[src/rtl/alu_pkg.sv]
// Shared definitions for the ALU result stage: opcode encodings,
// the stored entry layout and the opcode legality check.
package alu_pkg;

  localparam int ALU_WIDTH = 4;

  localparam logic [2:0] OP_SUB = 3'b000;
  localparam logic [2:0] OP_ADD = 3'b001;
  localparam logic [2:0] OP_OR  = 3'b010;
  localparam logic [2:0] OP_AND = 3'b011;

  // Entry as held in the FIFO, most significant field first.
  typedef struct packed {
    logic [2:0]           opcode;
    logic [ALU_WIDTH-1:0] result;
    logic                 carry;
    logic                 zero;
    logic                 illegal;
  } aluEntry_t;

  // Only the four arithmetic/logic opcodes are defined; 1xx are illegal.
  function automatic logic is_legal_op(input logic [2:0] op);
    logic legal;
    case (op)
      OP_SUB, OP_ADD, OP_OR, OP_AND: legal = 1'b1;
      default:                       legal = 1'b0;
    endcase
    return legal;
  endfunction

endpackage

[src/rtl/alu_result_fifo.sv]
// Generic synchronous FIFO with occupancy count. The read port is driven
// straight from storage; while empty it keeps showing the last-popped slot.
module alu_result_fifo
  import alu_pkg::*;
#(
  parameter int DATA_W = 10,
  parameter int DEPTH  = 4
) (
  input  logic                     clk,
  input  logic                     rst,
  input  logic                     wrEn,
  input  logic [DATA_W-1:0]        wrData,
  input  logic                     rdEn,
  output logic [DATA_W-1:0]        rdData,
  output logic [$clog2(DEPTH):0]   count,
  output logic                     full,
  output logic                     empty
);

  localparam int PTR_W = $clog2(DEPTH);
  localparam int CW    = PTR_W + 1;
  localparam logic [CW-1:0] FULL_CNT = CW'(DEPTH);

  logic [DATA_W-1:0] mem_r [DEPTH];
  logic [PTR_W-1:0]  wrPtr_r;
  logic [PTR_W-1:0]  rdPtr_r;
  logic [PTR_W-1:0]  headIdx_s;
  logic [CW-1:0]     count_r;
  logic              push_s;
  logic              pop_s;

  assign full   = (count_r == FULL_CNT);
  assign empty  = (count_r == {CW{1'b0}});
  assign push_s = wrEn && !full;
  assign pop_s  = rdEn && !empty;
  assign count  = count_r;

  // Head slot; when empty, look one slot back so the last-popped entry stays visible
  always_comb begin
    if (empty) begin
      headIdx_s = rdPtr_r - PTR_W'(1);
    end else begin
      headIdx_s = rdPtr_r;
    end
  end

  assign rdData = mem_r[headIdx_s];

  // Storage: cleared on reset so the outputs read zero until first use
  always_ff @(posedge clk or posedge rst) begin
    if (rst) begin
      for (int i = 0; i < DEPTH; i++) begin
        mem_r[i] <= {DATA_W{1'b0}};
      end
    end else if (push_s) begin
      mem_r[wrPtr_r] <= wrData;
    end
  end

  // Pointers wrap naturally at DEPTH; count tracks push/pop balance
  always_ff @(posedge clk or posedge rst) begin
    if (rst) begin
      wrPtr_r <= {PTR_W{1'b0}};
      rdPtr_r <= {PTR_W{1'b0}};
      count_r <= {CW{1'b0}};
    end else begin
      if (push_s) begin
        wrPtr_r <= wrPtr_r + PTR_W'(1);
      end
      if (pop_s) begin
        rdPtr_r <= rdPtr_r + PTR_W'(1);
      end
      case ({push_s, pop_s})
        2'b10:   count_r <= count_r + CW'(1);
        2'b01:   count_r <= count_r - CW'(1);
        default: count_r <= count_r;
      endcase
    end
  end

endmodule

[src/rtl/alu_result_stage.sv]
// ALU result stage: derives carry/zero/illegal flags, replaces undefined
// results of illegal opcodes with zero, queues entries and counts illegals.
module alu_result_stage
  import alu_pkg::*;
#(
  parameter int WIDTH = ALU_WIDTH,
  parameter int DEPTH = 4,
  parameter int CNT_W = 8
) (
  input  logic                   Clk,
  input  logic                   Reset,
  input  logic                   InValid,
  output logic                   InReady,
  input  logic [2:0]             OpCode,
  input  logic [WIDTH-1:0]       Result,
  input  logic                   Cout,
  output logic                   OutValid,
  input  logic                   OutReady,
  output logic [2:0]             OutOpCode,
  output logic [WIDTH-1:0]       OutResult,
  output logic                   OutCarry,
  output logic                   OutZero,
  output logic                   OutIllegal,
  output logic [$clog2(DEPTH):0] Count,
  output logic [CNT_W-1:0]       IllegalCount
);

  localparam int ENTRY_W = WIDTH + 6;

  logic [WIDTH-1:0]   entryResult_s;
  logic               entryCarry_s;
  logic               entryZero_s;
  logic               entryIllegal_s;
  logic [ENTRY_W-1:0] entryIn_s;
  logic [ENTRY_W-1:0] entryOut_s;
  logic               fifoFull_s;
  logic               fifoEmpty_s;
  logic               push_s;
  logic [CNT_W-1:0]   illegalCount_r;

  // Entry formation; illegal opcodes never let the raw Result through
  always_comb begin
    entryResult_s  = {WIDTH{1'b0}};
    entryCarry_s   = 1'b0;
    entryZero_s    = 1'b0;
    entryIllegal_s = 1'b1;
    if (is_legal_op(OpCode)) begin
      entryResult_s  = Result;
      entryZero_s    = (Result == {WIDTH{1'b0}});
      entryIllegal_s = 1'b0;
      case (OpCode)
        OP_SUB, OP_ADD: entryCarry_s = Cout;
        default:        entryCarry_s = 1'b0;
      endcase
    end else begin
      entryResult_s  = {WIDTH{1'b0}};
      entryCarry_s   = 1'b0;
      entryZero_s    = 1'b0;
      entryIllegal_s = 1'b1;
    end
  end

  assign entryIn_s = {OpCode, entryResult_s, entryCarry_s, entryZero_s, entryIllegal_s};
  assign push_s    = InValid && !fifoFull_s;
  assign InReady   = !fifoFull_s;
  assign OutValid  = !fifoEmpty_s;
  assign {OutOpCode, OutResult, OutCarry, OutZero, OutIllegal} = entryOut_s;
  assign IllegalCount = illegalCount_r;

  alu_result_fifo #(
    .DATA_W (ENTRY_W),
    .DEPTH  (DEPTH)
  ) uFifo (
    .clk    (Clk),
    .rst    (Reset),
    .wrEn   (InValid),
    .wrData (entryIn_s),
    .rdEn   (OutReady),
    .rdData (entryOut_s),
    .count  (Count),
    .full   (fifoFull_s),
    .empty  (fifoEmpty_s)
  );

  // Saturating debug count of accepted illegal-opcode entries
  always_ff @(posedge Clk or posedge Reset) begin
    if (Reset) begin
      illegalCount_r <= {CNT_W{1'b0}};
    end else if (push_s && entryIllegal_s && (illegalCount_r != {CNT_W{1'b1}})) begin
      illegalCount_r <= illegalCount_r + CNT_W'(1);
    end
  end

endmodule

[config.mk]
export PLATFORM = sky130hd
export DESIGN_NAME = alu_result_stage
export DESIGN_NICKNAME = d
export VERILOG_FILES = /design/src/rtl/alu_pkg.sv /design/src/rtl/alu_result_fifo.sv /design/src/rtl/alu_result_stage.sv
export SDC_FILE = /design/constraint.sdc
export NUM_CORES = 1
export LEC_CHECK = 0
export BUFFER_PORTS_ARGS = -buffer_cell sky130_fd_sc_hd__buf_2
export CORE_MARGIN = 1.5
export CORE_UTILIZATION = 40
export CTS_CLUSTER_SIZE = 12
export DETAILED_ROUTE_END_ITERATION = 10
export PLACE_DENSITY_LB_ADDON = 0.08
export SETUP_SLACK_MARGIN = 0.1
export SKIP_CTS_REPAIR_TIMING = 1
export SYNTH_ARGS = -nofsm -noshare
export SYNTH_HDL_FRONTEND = slang
export SYNTH_SLANG_ARGS = --single-unit
[constraint.sdc]
create_clock -name Clk -period 2.65 [get_ports Clk]
set_clock_uncertainty 0.05 [all_clocks]
set_input_delay 0.1325 -clock Clk [delete_from_list [all_inputs] [get_ports Clk]]
set_output_delay 0.1325 -clock Clk [all_outputs]
set_load 0.02 [all_outputs]
==> results.md <==
- The flow ran to the end, but the final reports show violations.
- The final reports fail on negative hold slack.
- Setup total negative slack on the finished layout was measured at 0 ps.
- The total number of yosys warnings is 0.
- The simple-gate portion of the synthesized area is 11.4%.
- dfrtp_1 takes more of the synthesized area than any other cell.
- The die is 88.3 um wide.
- The total of flip-flops plus latches after synthesis is 55.
- The cell depth of the worst flop-to-flop path is 8.
- The number of endpoints with negative hold slack in the final report is 55.
- The post-placement setup slack is 342 ps.
- The final net count is 290.
- For the pin with the worst max-slew slack, the measured transition is 766 ps.
- The signal on the critical path passes through or4_1 > and2_1 > a221oi_2 > buf_2.
- Of the available clock period, the critical path in the final layout requires 91.7%.
- Setup slack closes at 219 ps.
- The synthesized-area fraction occupied by xor and xnor cells is 2.71%.
- The total area inside the core boundary comes to 6910 sq um.
- Max-cap violations in this run came to 0.
- The global router's overall resource usage is 16.1%.
- The total grt overflow is 0.
- The power per cell area is 1310 nW/um^2.
- Setup repair after global routing left no endpoint under its margin.
- The number of max-slew violations in the final report is 0.
- The clock root buffer is clkbuf_8.
- The final layout contains routed wiring with a total length of 5750 um.
- TritonCTS built the clock tree.
- The first global-routing pass estimated 9390 um of wire.
- The DRC marker count from the first detailed-route iteration is 55.
- The count of standard-cell rows is 30.
- IR analysis of the VDD net gives a maximum drop of 0.527 mV.
- The complex-gate fraction of the synthesized area is 10.7%.
- The cell area after synthesis is 2910 sq um.
- The DRC violation count after routing is 0.
- After detailed routing, the average wire length per cell comes to 15.6 um.
- The area added between synthesis and finish is 13.8%.
- The highest cell delay on the worst timing path is 570 ps.
- STA puts the critical path data required time at 2470 ps.
- Among all flip-flop cells after synthesis, the most frequent one is dfrtp_1.
- The later pin in the worst-skew pair is clocked with a latency of 300 ps.
- The async set-or-reset flop fraction in the synthesized netlist is 100%.
- The repair_antennas step left the layout with diodes totalling 0.
- The depth of the CTS H-tree is 2.
- The max-slew headroom at the worst pin is 48.9%.
- The count of input and output buffers is 34.
- The floorplan step defined a die boundary enclosing 7800 sq um.
- The number of buffers and inverters on the critical path is 1.
- The routability congestion estimate from global placement is 0.724.
- The initial antenna violation count came to 0.
- The most common cell in the netlist is dfrtp_1.
- Timing would allow up to 0.411 GHz.
- The initial core utilization is 42.2%.
- Buffers inserted during clock tree synthesis total 5.
- The detailed router placed 1923 vias in this run.
- The worst endpoint data arrival time is 2250 ps.
- The floorplan step set the die height to 88.3 um.
- Measured against the total synthesized area, the mux share comes to 21.6%.
- The worst hold slack after final layout is -35.7 ps.
- The path type of the worst setup path is register to output pin.
- In this run, synthesis inferred 0 flip-flops with an integrated enable.
- The clock-pin slew on the worst setup and hold paths is 90 ps.
- Subtracting the final worst setup slack from the clock period gives 2430 ps.
- Counting along the longest clock path gives a buffer depth of 2.
- Using the TritonRoute via totals, the vias-per-cell ratio works out to 5.23.
- The synthesized design devotes to its leading area cell type 47.3% of total area.
- For this design the static power due to leakage is 0.00149 uW.
- The iteration count of the initial detailed-routing pass is 4.
- The cell family contributing the most delay on the critical path is simple AND/OR/NAND/NOR gates.
- The commonest cells after synthesis are 55 x dfrtp_1, 39 x mux2_2, 16 x nor2_1, 11 x mux2i_1, 8 x nand2_1.
- Entering global routing, the biggest net connects 56 pins.
- The number of placed I/O pins is 35.
- The count of distinct cell types in the synthesized netlist is 38.
- After legalization and detailed placement, the total HPWL measured 3900 um.
- Counting buffers and inverters, the worst setup path is 4 cells deep.
- After synthesis, the largest family of logic cells by area is multiplexers.
- Of the total synthesized cell area, the portion taken by full adders, half adders and majority gates is 3.27%.
- By area the synthesized netlist is led by dfrtp_1 47%, mux2_2 15%, mux2i_1 3.8%.
- The number of global-route vias before repair is 1810.
- Synthesis handed over a netlist of 236 instances.
- In the final layout, the share of cells above drive strength 1 is 37.5%.
- In this run the worst hold path is classified as primary input to asynchronous set/reset pin.
- Sequential cells were found to cover 47.3% of the synthesized design area.
- The kind of end point of the critical path is an output pin.
- The post-synth net total is 255.
- In this run the mean area of a mapped cell was 12.3 sq um.
- The count of endpoints failing setup in the final report is 0.
- The largest fanout on the critical path is 8.
- The cell at the slowest stage of the critical path is or4_1.
- The total clock sinks is 55.
- The count of antenna-violating nets left after detailed routing is 0.
- The worst setup path is launched from a register.
## metrics by stage
step / instance area, sq um / hold WS [ps] / cells / power, uW / util, %
4_1_cts: 3310 / -15.6 / 368 / 4410 / 47.9
2_1_floorplan: 2910 / 233 / 236 / 3240 / -
5_1_grt: 3310 / 29.6 / 368 / 4660 / 48.0
3_3_place_gp: 3190 / 330 / 360 / 3780 / 46.2
6_report: 3310 / -35.7 / 368 / 4350 / 48.0
3_5_place_dp: 3190 / 331 / 360 / 3820 / 46.2
## state kept, by name, summed over array words and instances (netlist names)
signal	flops
uFifo.wrPtr_r	2
uFifo.rdPtr_r	2
uFifo.count	3
IllegalCount	8
uFifo.mem_r	40
## power breakdown
part	internal [uW]	switching, uW	total, uW
Sequential	1200	337	1540
Combinational	1030	1210	2240
Clock	306	269	575
## per-layer routing
layer	GRT usage [%]	vias to the layer above	wire [um]
li1	-	921	-
met5	0	-	0
met3	2.89	6	151
met1	21.5	969	2790
met2	26.9	27	2740
met4	4.69	0	63
## logic make-up after synthesis
kind of cell,after synthesis
DFF,55
adders and majority gates,7
xor gates and xnor gates,9
muxes,57
AOI/OAI and AO/OA,36
and+or+nand+nor,53
buffers and inverters,19
## worst paths after layout
path                                          endpoint                         from  slack [ps]
min in group Clk           uFifo.mem_r[27]$_DFFE_PP0P_                    OpCode[0]          40
min                        IllegalCount[0]$_DFFE_PP0P_                        Reset         -40
max in group asynchronous  IllegalCount[2]$_DFFE_PP0P_                        Reset        2130
min reg2reg                uFifo.mem_r[39]$_DFFE_PP0P_  uFifo.mem_r[39]$_DFFE_PP0P_         450
max                                       OutResult[2]   uFifo.count[2]$_DFFE_PP0P_         220
max reg2reg                 uFifo.count[2]$_DFFE_PP0P_   uFifo.count[0]$_DFFE_PP0P_         460
## worst min-delay path, cell delays in order
cell and delay (ps):
buf_2 100, inv_2 30, buf_4 560
## final cells by class
type                       count  area, sq um
clock buffer                   6         82.6
clock inverter                 2         35.0
fill                         676         3590
inverter                       8         30.0
multi-input combinational    162         1450
sequential                    55         1380
tap                           96          120
timing repair buffer          39          220
## placed cells by master (no fill, tap or decap), drive strengths merged
cell type and n:
nor2b 4, a211oi 1, nor3b 2, nand2 12, buf 39, o21ai 3, and4 2, o22a 7
a31oi 1, xor2 4, nor2 16, nand4 2, fa 1, a221oi 7, a21oi 5, mux2 46
bufinv 1, inv 8, clkbuf 6, nor3 1, mux2i 11, and3 1, and2 4, o22ai 7
o31ai 3, or3 1, or4 2, o211ai 2, xnor2 5, nand2b 3, ha 6, nand3 3
dfrtp 55, clkinv 1
No activity file was read; power rests on OpenSTA's default activity.
